[src/rtl/cmd_parser.sv]
// cmd_parser: framed command parser holding the sig_gen waveform configuration.
// Packets are SYNC, OPC, PHI, PLO, CHK where CHK = OPC ^ PHI ^ PLO.
// Latency: register writes, cfg_update and pkt_err appear 1 cycle after CHK is accepted.
// Backpressure: none; every rx_valid strobe is consumed in the cycle it arrives.
// Ports: clk/rst (sync, active-high), rx_data/rx_valid byte input,
//        state/state_freq/state_amp/state_phase config outputs,
//        cfg_update/pkt_err single-cycle pulses, err_cnt saturating error count.
module cmd_parser #(
  parameter logic [7:0]  SYNC_BYTE   = 8'hA5,
  parameter int          TIMEOUT_CYC = 100000,
  parameter logic [4:0]  DEF_STATE   = 5'd0,
  parameter logic [11:0] DEF_FREQ    = 12'd1,
  parameter logic [2:0]  DEF_AMP     = 3'd7,
  parameter logic [7:0]  DEF_PHASE   = 8'd0
) (
  input  logic        clk,
  input  logic        rst,
  input  logic [7:0]  rx_data,
  input  logic        rx_valid,
  output logic [4:0]  state,
  output logic [11:0] state_freq,
  output logic [2:0]  state_amp,
  output logic [7:0]  state_phase,
  output logic        cfg_update,
  output logic        pkt_err,
  output logic [7:0]  err_cnt
);

  // Counter only has to reach TIMEOUT_CYC-1.
  localparam int TW = (TIMEOUT_CYC > 2) ? $clog2(TIMEOUT_CYC) : 1;
  localparam logic [TW-1:0] TERM = TW'(TIMEOUT_CYC - 1);

  typedef enum logic [2:0] {
    IDLE,
    GET_OPC,
    GET_PHI,
    GET_PLO,
    GET_CHK
  } fsm_t;

  fsm_t          fsm_q, fsm_d;
  logic [TW-1:0] tcnt;
  logic [7:0]    opc_q, phi_q, plo_q;
  logic          wr_en, err_en, tmo;

  always_ff @(posedge clk) begin
    if (rst) begin
      fsm_q <= IDLE;
    end else begin
      fsm_q <= fsm_d;
    end
  end

  always_comb begin
    fsm_d  = fsm_q;
    wr_en  = 1'b0;
    err_en = 1'b0;
    tmo    = 1'b0;
    if (rx_valid) begin
      // A byte arriving on the terminal-count cycle takes priority over the timeout.
      unique case (fsm_q)
        IDLE:    if (rx_data == SYNC_BYTE) fsm_d = GET_OPC;
        GET_OPC: fsm_d = GET_PHI;
        GET_PHI: fsm_d = GET_PLO;
        GET_PLO: fsm_d = GET_CHK;
        GET_CHK: begin
          fsm_d = IDLE;
          if (rx_data != (opc_q ^ phi_q ^ plo_q)) begin
            err_en = 1'b1;
          end else if (opc_q == 8'h01 || opc_q == 8'h02 || opc_q == 8'h03 ||
                       opc_q == 8'h04 || opc_q == 8'h0F) begin
            wr_en = 1'b1;
          end else begin
            err_en = 1'b1;
          end
        end
        default: fsm_d = IDLE;
      endcase
    end else if (fsm_q != IDLE && tcnt == TERM) begin
      fsm_d  = IDLE;
      err_en = 1'b1;
      tmo    = 1'b1;
    end
  end

  always_ff @(posedge clk) begin
    if (rst) begin
      tcnt        <= '0;
      opc_q       <= 8'h00;
      phi_q       <= 8'h00;
      plo_q       <= 8'h00;
      state       <= DEF_STATE;
      state_freq  <= DEF_FREQ;
      state_amp   <= DEF_AMP;
      state_phase <= DEF_PHASE;
      cfg_update  <= 1'b0;
      pkt_err     <= 1'b0;
      err_cnt     <= 8'h00;
    end else begin
      if (rx_valid || fsm_q == IDLE || tmo) begin
        tcnt <= '0;
      end else begin
        tcnt <= tcnt + TW'(1);
      end

      if (rx_valid) begin
        if (fsm_q == GET_OPC) opc_q <= rx_data;
        if (fsm_q == GET_PHI) phi_q <= rx_data;
        if (fsm_q == GET_PLO) plo_q <= rx_data;
      end

      cfg_update <= wr_en;
      pkt_err    <= err_en;

      if (err_en && err_cnt != 8'hFF) begin
        err_cnt <= err_cnt + 8'd1;
      end

      if (wr_en) begin
        case (opc_q)
          8'h01: state       <= plo_q[4:0];
          8'h02: state_freq  <= {phi_q[3:0], plo_q};
          8'h03: state_amp   <= plo_q[2:0];
          8'h04: state_phase <= plo_q;
          8'h0F: begin
            state       <= DEF_STATE;
            state_freq  <= DEF_FREQ;
            state_amp   <= DEF_AMP;
            state_phase <= DEF_PHASE;
          end
          default: ;
        endcase
      end
    end
  end

endmodule

[config.mk]
export PLATFORM = sky130hd
export DESIGN_NAME = cmd_parser
export DESIGN_NICKNAME = d
export VERILOG_FILES = /design/src/rtl/cmd_parser.sv
export SDC_FILE = /design/constraint.sdc
export NUM_CORES = 1
export LEC_CHECK = 0
export CELL_PAD_IN_SITES_DETAIL_PLACEMENT = 1
export CELL_PAD_IN_SITES_GLOBAL_PLACEMENT = 2
export CORE_ASPECT_RATIO = 1.75
export CORE_MARGIN = 5
export CORE_UTILIZATION = 33
export DETAILED_ROUTE_END_ITERATION = 12
export PLACE_DENSITY = 0.88
export SYNTH_ARGS = -nofsm -noshare
export SYNTH_HDL_FRONTEND = slang
export SYNTH_SLANG_ARGS = --single-unit
[constraint.sdc]
create_clock -name clk -period 3.05 [get_ports clk]
set_clock_uncertainty 0.15 [all_clocks]
set_input_delay 0.61 -clock clk [delete_from_list [all_inputs] [get_ports clk]]
set_output_delay 0.61 -clock clk [all_outputs]
set_load 0.02 [all_outputs]
==> flow_summary_export.csv, run 1 <==
group,metric,value,unit
status,status,"finished, final reports clean",
power_and_ir_drop,total_power,2.37,mW
synthesis,synth_top_area_frac,0.446,
sta,post-route-period-util,0.930,
hold_path,min_path_type,"reg2reg",
place,dp_hpwl,7.87,mm
sta,worst_pin_slew,0.592,ns
synthesis,synth_edf_count,0,
floorplan,die-width,89.8,um
power_and_ir_drop,p_per_area,507,nW/um2
power_and_ir_drop,ir_drop,0.000296,V
cts,clk_latency,0.34,ns
floorplan,num_io_pins,49,
synthesis,async_flop_share,0,
route,dr.pass1.iters,4,
grt,track_usage,0.155,
cts,numCtsBuffers,9,
cts,clockBufferDepth,2,
floorplan,die_h,150,um
synthesis,syn-instance-count,433,
grt,grt_pass1_wl,16.8,mm
sta,fmax,353,MHz
critical_path,worstPathArrival,2.91,ns
cts,path_clk_slew,0.07,ns
grt,grt_overflow,0,
sta,maxSlewViolCount,0,
route,post_drt_wl_per_cell,16.2,um
critical_path,crit_fanout,8,
finish,instances_no_fill,623,
route,postRouteWirelength,10.1,mm
finish,drive_above_1_share,0.0835,
finish,final_net_count,499,
synthesis,synth_ff_type,"dfxtp_1",
route,via_per_inst,5.10,
synthesis,synth_area_leaders,"dfxtp_1 (45%), nand2_1 (9.9%), mux2i_1 (7.6%)",
critical_path,end_kind,"flop",
synthesis,synth_area_leader_cell,"dfxtp_1",
route,detail_route.iter0.violations,98,
cts,cts_tree,"built",
cts,post_cts_buffers,0,
synthesis,synth_common_cells,"nand2_1 (97), dfxtp_1 (82), nor2_1 (39)",
cts,ctsHtreeMaxLevel,3,
grt,grt_pass1_vias,3467,
floorplan,die_area,13400,um2
place,port-buffer-count,48,
sta,finalCriticalPeriod,2.84,ns
sta,relSlewSlack,0.604,
critical_path,cp.required,3.12,ns
synthesis,synth_warnings,0,
place,gp_congestion,0.789,
power_and_ir_drop,p_leak,1.74,nW
floorplan,start_util,0.333,
critical_path,crit_type,"in2reg",
finish,area_growth,27.3,%
floorplan,rows,51,
cts,cts_sinks,82,
route,drc,0,
grt,antenna_found_initial,0,
route,via_count,3180,
synthesis,synth_area,3680,um2
floorplan,core-area,11000,um2
finish,n_fill_cell,1292,
route,ant_nets,0,
synthesis,synth.net_count,446,
cts,cts.root.buffer_cell,"clkbuf_16",
synthesis,yosysMostFrequentCell,"nand2_1",
synthesis,ys_ff_latch,82,
sta,rsz0062_at_grt,"no",
synthesis,synth_cell_types,46,
synthesis,ys_seq_area_frac,0.446,
sta,finalHoldViolCount,0,
finish,antennaDiodeCount,0,
place,dpl.cell_count,607,
synthesis,syn_area_per_cell,8.50,um2
grt,grt_max_degree,29,
job,maxCapViolCount,0,
sta,setup_tns,0,ns
critical_path,cp-start-kind,"primary input",
sta,setup_viol,0,
## worst paths after layout
kind	from	end	slack, ns	cells past startpoint
min reg2reg	state[1]	state[1]	0.31	2
min	state[1]	state[1]	0.31	2
max reg2reg	tcnt[0]	err_cnt[3]	0.40	7
max	rx_data[3]	state_phase[6]	0.21	7
## per-layer routing
metal / routed length [um] / track usage / vias up
met5: 0 / 0 / -
met4: 299 / 0.0772 / 0
met3: 289 / 0.0297 / 19
met2: 5720 / 0.304 / 47
met1: 3800 / 0.152 / 1539
li1: - / - / 1575
## worst max-delay path, stage by stage
cell	delay [ns]
clkdlybuf4s50_1	0.54
xor2_1	0.22
xnor2_1	0.14
nor4_1	0.41
nand4_1	0.30
or2_2	0.51
mux2i_1	0.17
## cell families after synthesis
family,Yosys count,share of synthesized area
flops,82,0.446
mux,29,0.0792
simple gates,203,0.258
xor+xnor,39,0.0928
buf+inv,25,0.0292
fa+ha+maj,2,0.00680
compound gates,53,0.0884
## power by group
group	internal, mW	switching (mW)	leakage, nW
combinational	0.0343	0.0435	0.920
clock	0.735	0.490	0.163
sequential	1.07	0.000225	0.660
total	1.84	0.534	1.74
## layout by cell type (no fill, tap or decap), drive strengths merged, types with 5 or more instances in the layout
master         synthesis  layout
nand2                 97      97
dfxtp                 82      82
clkdlybuf4s50          0      48
nor2                  39      39
a21oi                 28      28
mux2i                 28      28
xnor2                 22      22
xor2                  17      17
buf                    4      16
and3                  12      12
nand3                 10      10
clkbuf                18       9
nor3                   8       8
inv                    3       8
nor4                   7       7
nor2b                  6       6
o21ai                  6       6
o21a                   5       5
## area by class of cell
class	count	area, um2	share of cell area
repair buffers	64	601	0.128
well taps	132	165	0.0353
clock inverters	7	106	0.0227
inverters	3	11.3	0.00240
multi-input cells	326	1930	0.413
flip-flops and latches	82	1640	0.350
clock buffers	9	225	0.0481
## registers in the layout, indices dropped and copies added, names as in the netlist
register,cells
tcnt,17
pkt_err,1
state_phase,8
err_cnt,8
state_amp,3
fsm_q,3
plo_q,8
cfg_update,1
phi_q,8
state,5
state_freq,12
opc_q,8
## what timing repair did
| item | CTS | global route |
|---|---|---|
| endpoints found under the setup margin | 0 | 8 |
| hold buffers | 0 | 0 |
| gates resized for setup | 0 | 1 |
## metrics by stage
| stage | util | area, um2 | hold slack (ns) | worst slack (ns) |
|---|---|---|---|---|
| finish | 0.424 | 4680 | 0.312 | 0.213 |
| global route | 0.424 | 4680 | 0.326 | 0.0226 |
| CTS | 0.424 | 4680 | 0.317 | 0.167 |
| detailed placement | 0.394 | 4350 | 0.306 | -0.191 |
| global placement | 0.394 | 4350 | 0.281 | -0.0320 |
| floorplan | - | 3680 | 0.268 | 0.591 |
Note: power is estimated with default switching activity, not from simulation.
==> inputs of run 2 (changes only) <==
--- a/config.mk
+++ b/config.mk
@@ -9,8 +9,9 @@
 export CELL_PAD_IN_SITES_GLOBAL_PLACEMENT = 2
 export CORE_ASPECT_RATIO = 1.75
 export CORE_MARGIN = 5
-export CORE_UTILIZATION = 33
+export CORE_UTILIZATION = 38
 export DETAILED_ROUTE_END_ITERATION = 12
+export DONT_BUFFER_PORTS = 1
 export PLACE_DENSITY = 0.88
 export SYNTH_ARGS = -nofsm -noshare
 export SYNTH_HDL_FRONTEND = slang
==> flow_summary_export.csv, run 2 (synthesized netlist as in run 1, its figures left out) <==
group,metric,value,unit
status,status,"finished, final reports clean",
sta,setup_viol,0,
critical_path,path_cells,"ha_1, and4_1, nand4b_1, or4_4, a21o_1, or3_1, a21oi_1",
power_and_ir_drop,ir_drop,0.000309,V
critical_path,crit_fanout,11,
sta,maxSlewViolCount,0,
place,gp_congestion,0.825,
critical_path,cp.required,3.17,ns
cts,hold_buffers,0,
finish,instances_no_fill,550,
floorplan,die_h,140,um
floorplan,core-area,9470,um2
grt,grt_overflow,0,
hold_path,min_path_type,"in2reg",
grt,track_usage,0.174,
route,ant_nets,0,
route,dr.pass1.iters,4,
finish,area_growth,11.0,%
finish,final_cell_mix,"nand2_1 (97), dfxtp_1 (82), nor2_1 (39), a21oi_1 (28), mux2i_1 (28)",
power_and_ir_drop,total_power,2.35,mW
grt,grt_pass1_wl,16.2,mm
finish,largest-register,"tcnt",
route,via_per_inst,5.38,
finish,drive_above_1_share,0.0607,
floorplan,die-width,84.4,um
cts,clk_latency,0.34,ns
sta,worst_pin_slew,0.990,ns
floorplan,rows,47,
finish,final_net_count,436,
finish,final_common_cell,"nand2_1",
sta,fmax,376,MHz
critical_path,cpMaxStageDelayCell,"or4_4",
finish,top_regs,"tcnt (17), state_freq (12)",
grt,antenna_found_initial,0,
place,placed_cell_area,3740,um2
sta,post-route-period-util,0.871,
cts,numCtsBuffers,9,
sta,finalHoldViolCount,0,
floorplan,start_util,0.389,
sta,setup_tns,0,ns
route,detail_route.iter0.violations,123,
floorplan,num_io_pins,49,
sta,whs,0.181,ns
critical_path,crit_type,"reg2reg",
critical_path,critical-path-max-stage-delay,0.57,ns
cts,cts_tree,"built",
finish,antennaDiodeCount,0,
critical_path,cp-start-kind,"flop",
cts,post_cts_buffers,0,
power_and_ir_drop,p_per_area,576,nW/um2
cts,ctsHtreeMaxLevel,3,
place,dp_hpwl,7.31,mm
power_and_ir_drop,p_leak,1.49,nW
sta,finalCriticalPeriod,2.66,ns
route,postRouteWirelength,9.97,mm
floorplan,die_area,11800,um2
place,dpl.cell_count,534,
critical_path,end_kind,"flop",
finish,final_area,4090,um2
grt,grt_max_degree,41,
cts,cts.root.buffer_cell,"clkbuf_16",
sta,relSlewSlack,0.340,
cts,postCtsResizedCells,0,
cts,path_clk_slew,0.06,ns
route,drc,0,
route,post_drt_wl_per_cell,18.1,um
sta,rsz0062_at_grt,"no",
finish,largest_register_ffs,17,
cts,clockBufferDepth,2,
critical_path,worstPathArrival,2.77,ns
job,maxCapViolCount,0,
route,via_count,2961,
cts,cts_sinks,82,
grt,grt_pass1_vias,3102,
place,port-buffer-count,0,
run 2: area by class of cell:
class                      instances  area, um2
multi-input combinational        326       1930
timing repair buffer               1       7.51
clock buffer                       9        225
clock inverter                     7        118
tap                              122        153
fill                            1117       5380
inverter                           3       11.3
sequential                        82       1640
run 2: through the flow:
| step | utilization | setup slack [ns] |
|---|---|---|
| after floorplan | - | 0.591 |
| after global placement | 0.396 | 0.532 |
| after detailed placement | 0.396 | 0.445 |
| after CTS | 0.432 | 0.381 |
| after global routing | 0.432 | 0.267 |
| final | 0.432 | 0.393 |
run 2: path summary, 6_finish.rpt:
check,start,depth (start not counted),slack (ns),endpoint
min reg2reg,tcnt[0],1,0.31,tcnt[0]
min,rst,1,0.18,plo_q[1]
max,tcnt[0],7,0.39,err_cnt[0]
max reg2reg,tcnt[0],7,0.39,err_cnt[0]
run 2: power by group:
| part | switching [mW] | internal, mW |
|---|---|---|
| clock network | 0.452 | 0.798 |
| registers | 0.000223 | 1.07 |
| logic | 0.0208 | 0.0123 |
| total | 0.473 | 1.88 |
run 2: critical path, delay by kind of cell (launching register included):
family                     cells  cell delay (ns)
AOI/OAI and AO/OA              2             0.51
adders and majority gates      1             0.22
DFF                            1             0.35
and+or+nand+nor                4             1.35
run 2: metal layers:
layer | global-route usage | wire length, um | vias up
li1 | - | - | 1450
met1 | 0.183 | 3980 | 1455
met2 | 0.330 | 5450 | 43
met3 | 0.0364 | 374 | 13
met4 | 0.0692 | 173 | 0
met5 | 0 | 0 | -
==> inputs of run 3 (changes only) <==
--- a/config.mk
+++ b/config.mk
@@ -13,6 +13,7 @@
 export DETAILED_ROUTE_END_ITERATION = 12
 export DONT_BUFFER_PORTS = 1
 export PLACE_DENSITY = 0.88
+export SKIP_CTS_REPAIR_TIMING = 1
 export SYNTH_ARGS = -nofsm -noshare
 export SYNTH_HDL_FRONTEND = slang
 export SYNTH_SLANG_ARGS = --single-unit
==> results of run 3 <==
Final layout, timing and power as in run 2 (identical DEF).
